==> src/rtl/present_arb.sv <==
// present_arb: shares one PRESENT-80 core between two requesters.
// Round-robin grant in IDLE; one job in flight; the result returns to the granted requester.
// Optional BUSY watchdog enabled by defining PRESENT_ARB_TMO_EN.
module present_arb #(
  parameter int unsigned TMO      = 40,
  parameter int unsigned RDY_SKIP = 1
) (
  input  logic        ck,
  input  logic        rst,
  input  logic [1:0]  rq_vld,
  output logic [1:0]  rq_rdy,
  input  logic [0:63] rq_inp0,
  input  logic [0:79] rq_key0,
  input  logic [0:63] rq_inp1,
  input  logic [0:79] rq_key1,
  output logic [1:0]  rs_vld,
  input  logic [1:0]  rs_rdy,
  output logic [0:63] rs_out,
  output logic        rs_err,
  output logic        cs_sta,
  output logic [0:63] cs_inp,
  output logic [0:79] cs_key,
  input  logic        cs_rdy,
  input  logic [0:63] cs_out,
  output logic        busy
);

  localparam int unsigned CW = $clog2(TMO + 1) + 1;
  localparam logic [CW-1:0] SkipCnt = CW'(RDY_SKIP);
`ifdef PRESENT_ARB_TMO_EN
  localparam logic [CW-1:0] TmoLast = CW'(TMO - 1);
`endif

  typedef enum logic [1:0] {StIdle, StLaunch, StBusy, StDone} state_e;

  state_e        state_q, state_d;
  logic          last_q, last_d;
  logic          gnt_q, gnt_d;
  logic          grant;
  logic          rdy_ok;
  logic [CW-1:0] cnt_q, cnt_d;
  logic [0:63]   inp_q, inp_d;
  logic [0:79]   key_q, key_d;
  logic [0:63]   out_q, out_d;
`ifdef PRESENT_ARB_TMO_EN
  logic          err_q, err_d;
`endif

  // Round-robin grant: a lone request wins outright, a tie goes to the one not served last.
  always_comb begin
    grant = 1'b0;
    unique case (rq_vld)
      2'b10:   grant = 1'b1;
      2'b11:   grant = ~last_q;
      default: grant = 1'b0;
    endcase
  end

  // Core ready only counts once the core has had time to drop its stale ready flag.
  assign rdy_ok = cs_rdy && (cnt_q >= SkipCnt);

  // Next-state logic and handshake/start outputs.
  always_comb begin
    state_d = state_q;
    last_d  = last_q;
    gnt_d   = gnt_q;
    cnt_d   = cnt_q;
    inp_d   = inp_q;
    key_d   = key_q;
    out_d   = out_q;
`ifdef PRESENT_ARB_TMO_EN
    err_d   = err_q;
`endif
    rq_rdy  = 2'b00;
    cs_sta  = 1'b0;
    unique case (state_q)
      StIdle: begin
        if (rq_vld[grant]) begin
          rq_rdy[grant] = 1'b1;
          gnt_d         = grant;
          inp_d         = grant ? rq_inp1 : rq_inp0;
          key_d         = grant ? rq_key1 : rq_key0;
          state_d       = StLaunch;
        end
      end
      StLaunch: begin
        cs_sta  = 1'b1;
        cnt_d   = '0;
        state_d = StBusy;
      end
      StBusy: begin
        // Saturate rather than wrap so a long wait can never re-open the skip window.
        if (cnt_q != '1) cnt_d = cnt_q + CW'(1);
        if (rdy_ok) begin
          out_d   = cs_out;
`ifdef PRESENT_ARB_TMO_EN
          err_d   = 1'b0;
`endif
          state_d = StDone;
        end
`ifdef PRESENT_ARB_TMO_EN
        else if (cnt_q >= TmoLast) begin
          out_d   = '0;
          err_d   = 1'b1;
          state_d = StDone;
        end
`endif
      end
      StDone: begin
        if (rs_rdy[gnt_q]) begin
          last_d  = gnt_q;
`ifdef PRESENT_ARB_TMO_EN
          err_d   = 1'b0;
`endif
          state_d = StIdle;
        end
      end
      default: state_d = StIdle;
    endcase
  end

  // State and datapath registers, synchronous reset.
  always_ff @(posedge ck) begin
    if (rst) begin
      state_q <= StIdle;
      last_q  <= 1'b1;
      gnt_q   <= 1'b0;
      cnt_q   <= '0;
      inp_q   <= '0;
      key_q   <= '0;
      out_q   <= '0;
`ifdef PRESENT_ARB_TMO_EN
      err_q   <= 1'b0;
`endif
    end else begin
      state_q <= state_d;
      last_q  <= last_d;
      gnt_q   <= gnt_d;
      cnt_q   <= cnt_d;
      inp_q   <= inp_d;
      key_q   <= key_d;
      out_q   <= out_d;
`ifdef PRESENT_ARB_TMO_EN
      err_q   <= err_d;
`endif
    end
  end

  // Result valid is one-hot on the granted requester while in DONE.
  always_comb begin
    rs_vld = 2'b00;
    if (state_q == StDone) rs_vld[gnt_q] = 1'b1;
  end

  assign rs_out = out_q;
  assign cs_inp = inp_q;
  assign cs_key = key_q;
  assign busy   = (state_q != StIdle);
`ifdef PRESENT_ARB_TMO_EN
  assign rs_err = err_q;
`else
  assign rs_err = 1'b0;
`endif

endmodule

==> config.mk <==
export PLATFORM = sky130hd
export DESIGN_NAME = present_arb
export DESIGN_NICKNAME = d
export VERILOG_FILES = /design/src/rtl/present_arb.sv
export SDC_FILE = /design/constraint.sdc
export NUM_CORES = 1
export LEC_CHECK = 0
export ABC_CLOCK_PERIOD_IN_PS = 5700
export BUFFER_PORTS_ARGS = -buffer_cell sky130_fd_sc_hd__buf_2
export CELL_PAD_IN_SITES_DETAIL_PLACEMENT = 1
export CELL_PAD_IN_SITES_GLOBAL_PLACEMENT = 1
export CORE_AREA = 4 4 220 222
export CTS_BUF_LIST = sky130_fd_sc_hd__clkbuf_8
export DETAILED_ROUTE_END_ITERATION = 8
export DIE_AREA = 0 0 224 226
export GPL_ROUTABILITY_DRIVEN = 1
export PLACE_DENSITY = 0.63
export SLEW_MARGIN = 40
export SYNTH_ARGS = -nofsm -noshare
export SYNTH_HDL_FRONTEND = slang
export SYNTH_SLANG_ARGS = --single-unit
export TNS_END_PERCENT = 100
==> constraint.sdc <==
create_clock -name ck -period 5.7 [get_ports ck]
set_input_delay 0.57 -clock ck [delete_from_list [all_inputs] [get_ports ck]]
set_output_delay 0.57 -clock ck [all_outputs]
set_load 0.02 [all_outputs]
==> flow_summary.yaml <==
detailed_routing:
  vias_per_cell: 4.545
  drt_first_pass_iters: 9
  route.detailed.drc: 0
  post_drt_wl_per_cell_um: 18.80
  ant_nets: 0
  drt-initial-drc-count: 700
  num_vias: 9395
  wirelength_um: 38850
synthesis:
  synth_cell_types: 34
  synth-async-reset-ratio_pct: 0
  syn_area_per_cell_um2: 9.312
  synth_edf_count: 0
  synthFlopType: "dfxtp_1"
  ys_warn_count: 0
  synthCells: 879
  syn-num-nets: 1244
  synthTopCellsByArea: "dfxtp_1 54%, a222oi_1 14%, nor2_1 6.8%"
  synth_seq_cells: 219
  synth_area_um2: 8185
  synth_top_area_share_pct: 53.56
  ys_seq_area_share_pct: 53.56
  yosys.area.top_type: "dfxtp_1"
pwr:
  leakagePower_uw: 0.005866
  p_per_area_nw_per_um2: 453.1
  irDropWorstVdd_mv: 0.2193
timing:
  whs_ps: 243.8
  hold_viol: 0
  setup_viol: 0
  fmax_mhz: 318.2
  relSlewSlack_pct: 47.73
  tightestPinTransition_ps: 784.0
  tns_ps: 0
  drv_slew: 0
  fin_crit_ps: 3143
  period_share_pct: 55.14
  rsz0062_at_grt: "false"
  finClkSkew_ps: 17.08
clocking:
  tritoncts: "built"
  path_clk_slew_ps: 60
  clk_latency_ps: 560
  cts_setup_buffers: 0
  clock_path_buffers: 3
  cts_buffers: 41
  clockRootBuffer: "clkbuf_8"
  htreeDepth: 2
  cts-resized-gates: 0
  cts_hold_buf: 0
  clock_sinks: 219
global_routing:
  grt_max_degree: 116
  gr-total-overflow: 0
  grt_usage_pct: 14.09
  antenna_found_initial: 15
  grt_pass1_wl_um: 56310
  grt_pass1_vias: 9721
floorplanning:
  rows: 79
  start_util_pct: 17.66
  die_h_um: 226
  die_w_um: 224
  ioPinCount: 574
  die_area_um2: 50620
  core_um2: 46360
final_layout:
  layout_common_cells: "571 x buf_2, 219 x dfxtp_1, 147 x nor2_1"
  final_common_cell: "buf_2"
  layout-drive-gt1-share_pct: 45.21
  nNetsFinal: 1787
  area_growth_syn_to_layout_pct: 52.90
critical_path:
  crit_arrival_ps: 2570
  reg2reg_depth: 8
  path_class: "register to output pin"
  worstSetupEndpointType: "output pin"
  crit_path_start_kind: "register"
  crit_required_ps: 5130
  crit_fanout: 54
flow_run:
  max_cap_violations: 0
placed_design:
  hpwl_um: 28940
  portBuffers: 572
  place_congestion: 0.8030
min_path:
  hold_path.class: "input pin to register"
  worstHoldPathCells: 3
outcome:
  status: "complete, no violations"
[per-stage QoR]
stage / setup slack, ps / cell area, µm² / utilization (%) / power, µW / cells
6_report: 2557 / 12520 / 27.00 / 5670 / 2067
4_1_cts: 2441 / 12490 / 26.95 / 5778 / 2058
3_3_place_gp: 2782 / 11600 / 25.02 / 4060 / 1984
2_1_floorplan: 3667 / 8185 / - / 3301 / 879
3_5_place_dp: 2725 / 11630 / 25.09 / 4127 / 1986
5_1_grt: 2350 / 12510 / 26.98 / 6020 / 2063
[report_power, final]
part           internal, µW  switching (µW)
Sequential             1870             188
Combinational           707            1320
Clock                   905             688
Total                  3480            2190
[worst paths after layout]
path / start / to / slack, ps
setup / recovery: last_q / rq_rdy[1] / 2560
hold / removal: cs_out[1] / rs_out[1] / 240
setup reg to reg: state_q[0] / cs_key[78] / 3000
hold reg to reg: rs_out[63] / rs_out[63] / 450
[sequential cells by signal, summed over array words and instances, names as in the netlist]
register and flops:
cs_key 80, cs_inp 64, last_q 1, rs_out 64
cnt_q 7, state_q 2, gnt_q 1
[layer usage]
layer / track usage [%] / vias to the layer above / part of all wire [%]
met1: 14.99 / 4508 / 36
met5: 0 / - / 0.054
li1: - / 4367 / -
met3: 5.005 / 80 / 9.1
met4: 6.144 / 4 / 3.7
met2: 25.22 / 436 / 51
[final cells by class]
type | count | area [µm²]
antenna | 9 | 22.52
clock buffer | 55 | 757.0
clock inverter | 17 | 103.9
fill | 5657 | 33840
inverter | 6 | 22.52
multi-input combinational | 570 | 3462
sequential | 219 | 4384
tap | 607 | 759.5
timing repair buffer | 584 | 3004
[worst max-delay path: stages, from the launching register on]
cell and delay, ps:
dfxtp_1 360, a21boi_4 140, buf_4 460, and2_4 720
buf_2 310
[synthesized netlist by cell type (3+ instances only)]
cell type and count:
buf_2 12, ha_1 6, a222oi_1 115, and2_1 3, mux2i_1 31, a31oi_1 3, buf_4 7, or4_1 3
clkbuf_1 55, nand2_1 135, buf_1 10, inv_1 6, a21oi_1 71, nor2_1 149, dfxtp_1 219, o211ai_1 3
a211oi_1 30
[kinds of logic (layout without fill, tap and decap cells)]
| family | after synthesis | count (layout) | share of synthesized area [%] |
|---|---|---|---|
| muxes | 31 | 31 | 3.791 |
| adders and majority gates | 6 | 6 | 0.9171 |
| DFF | 219 | 219 | 53.56 |
| buffers and inverters | 90 | 662 | 4.632 |
| other | 1 | 10 | 0.04581 |
| AOI/OAI and AO/OA | 234 | 234 | 22.94 |
| and+or+nand+nor | 298 | 298 | 14.11 |
Note: power is estimated with default switching activity, not from simulation.
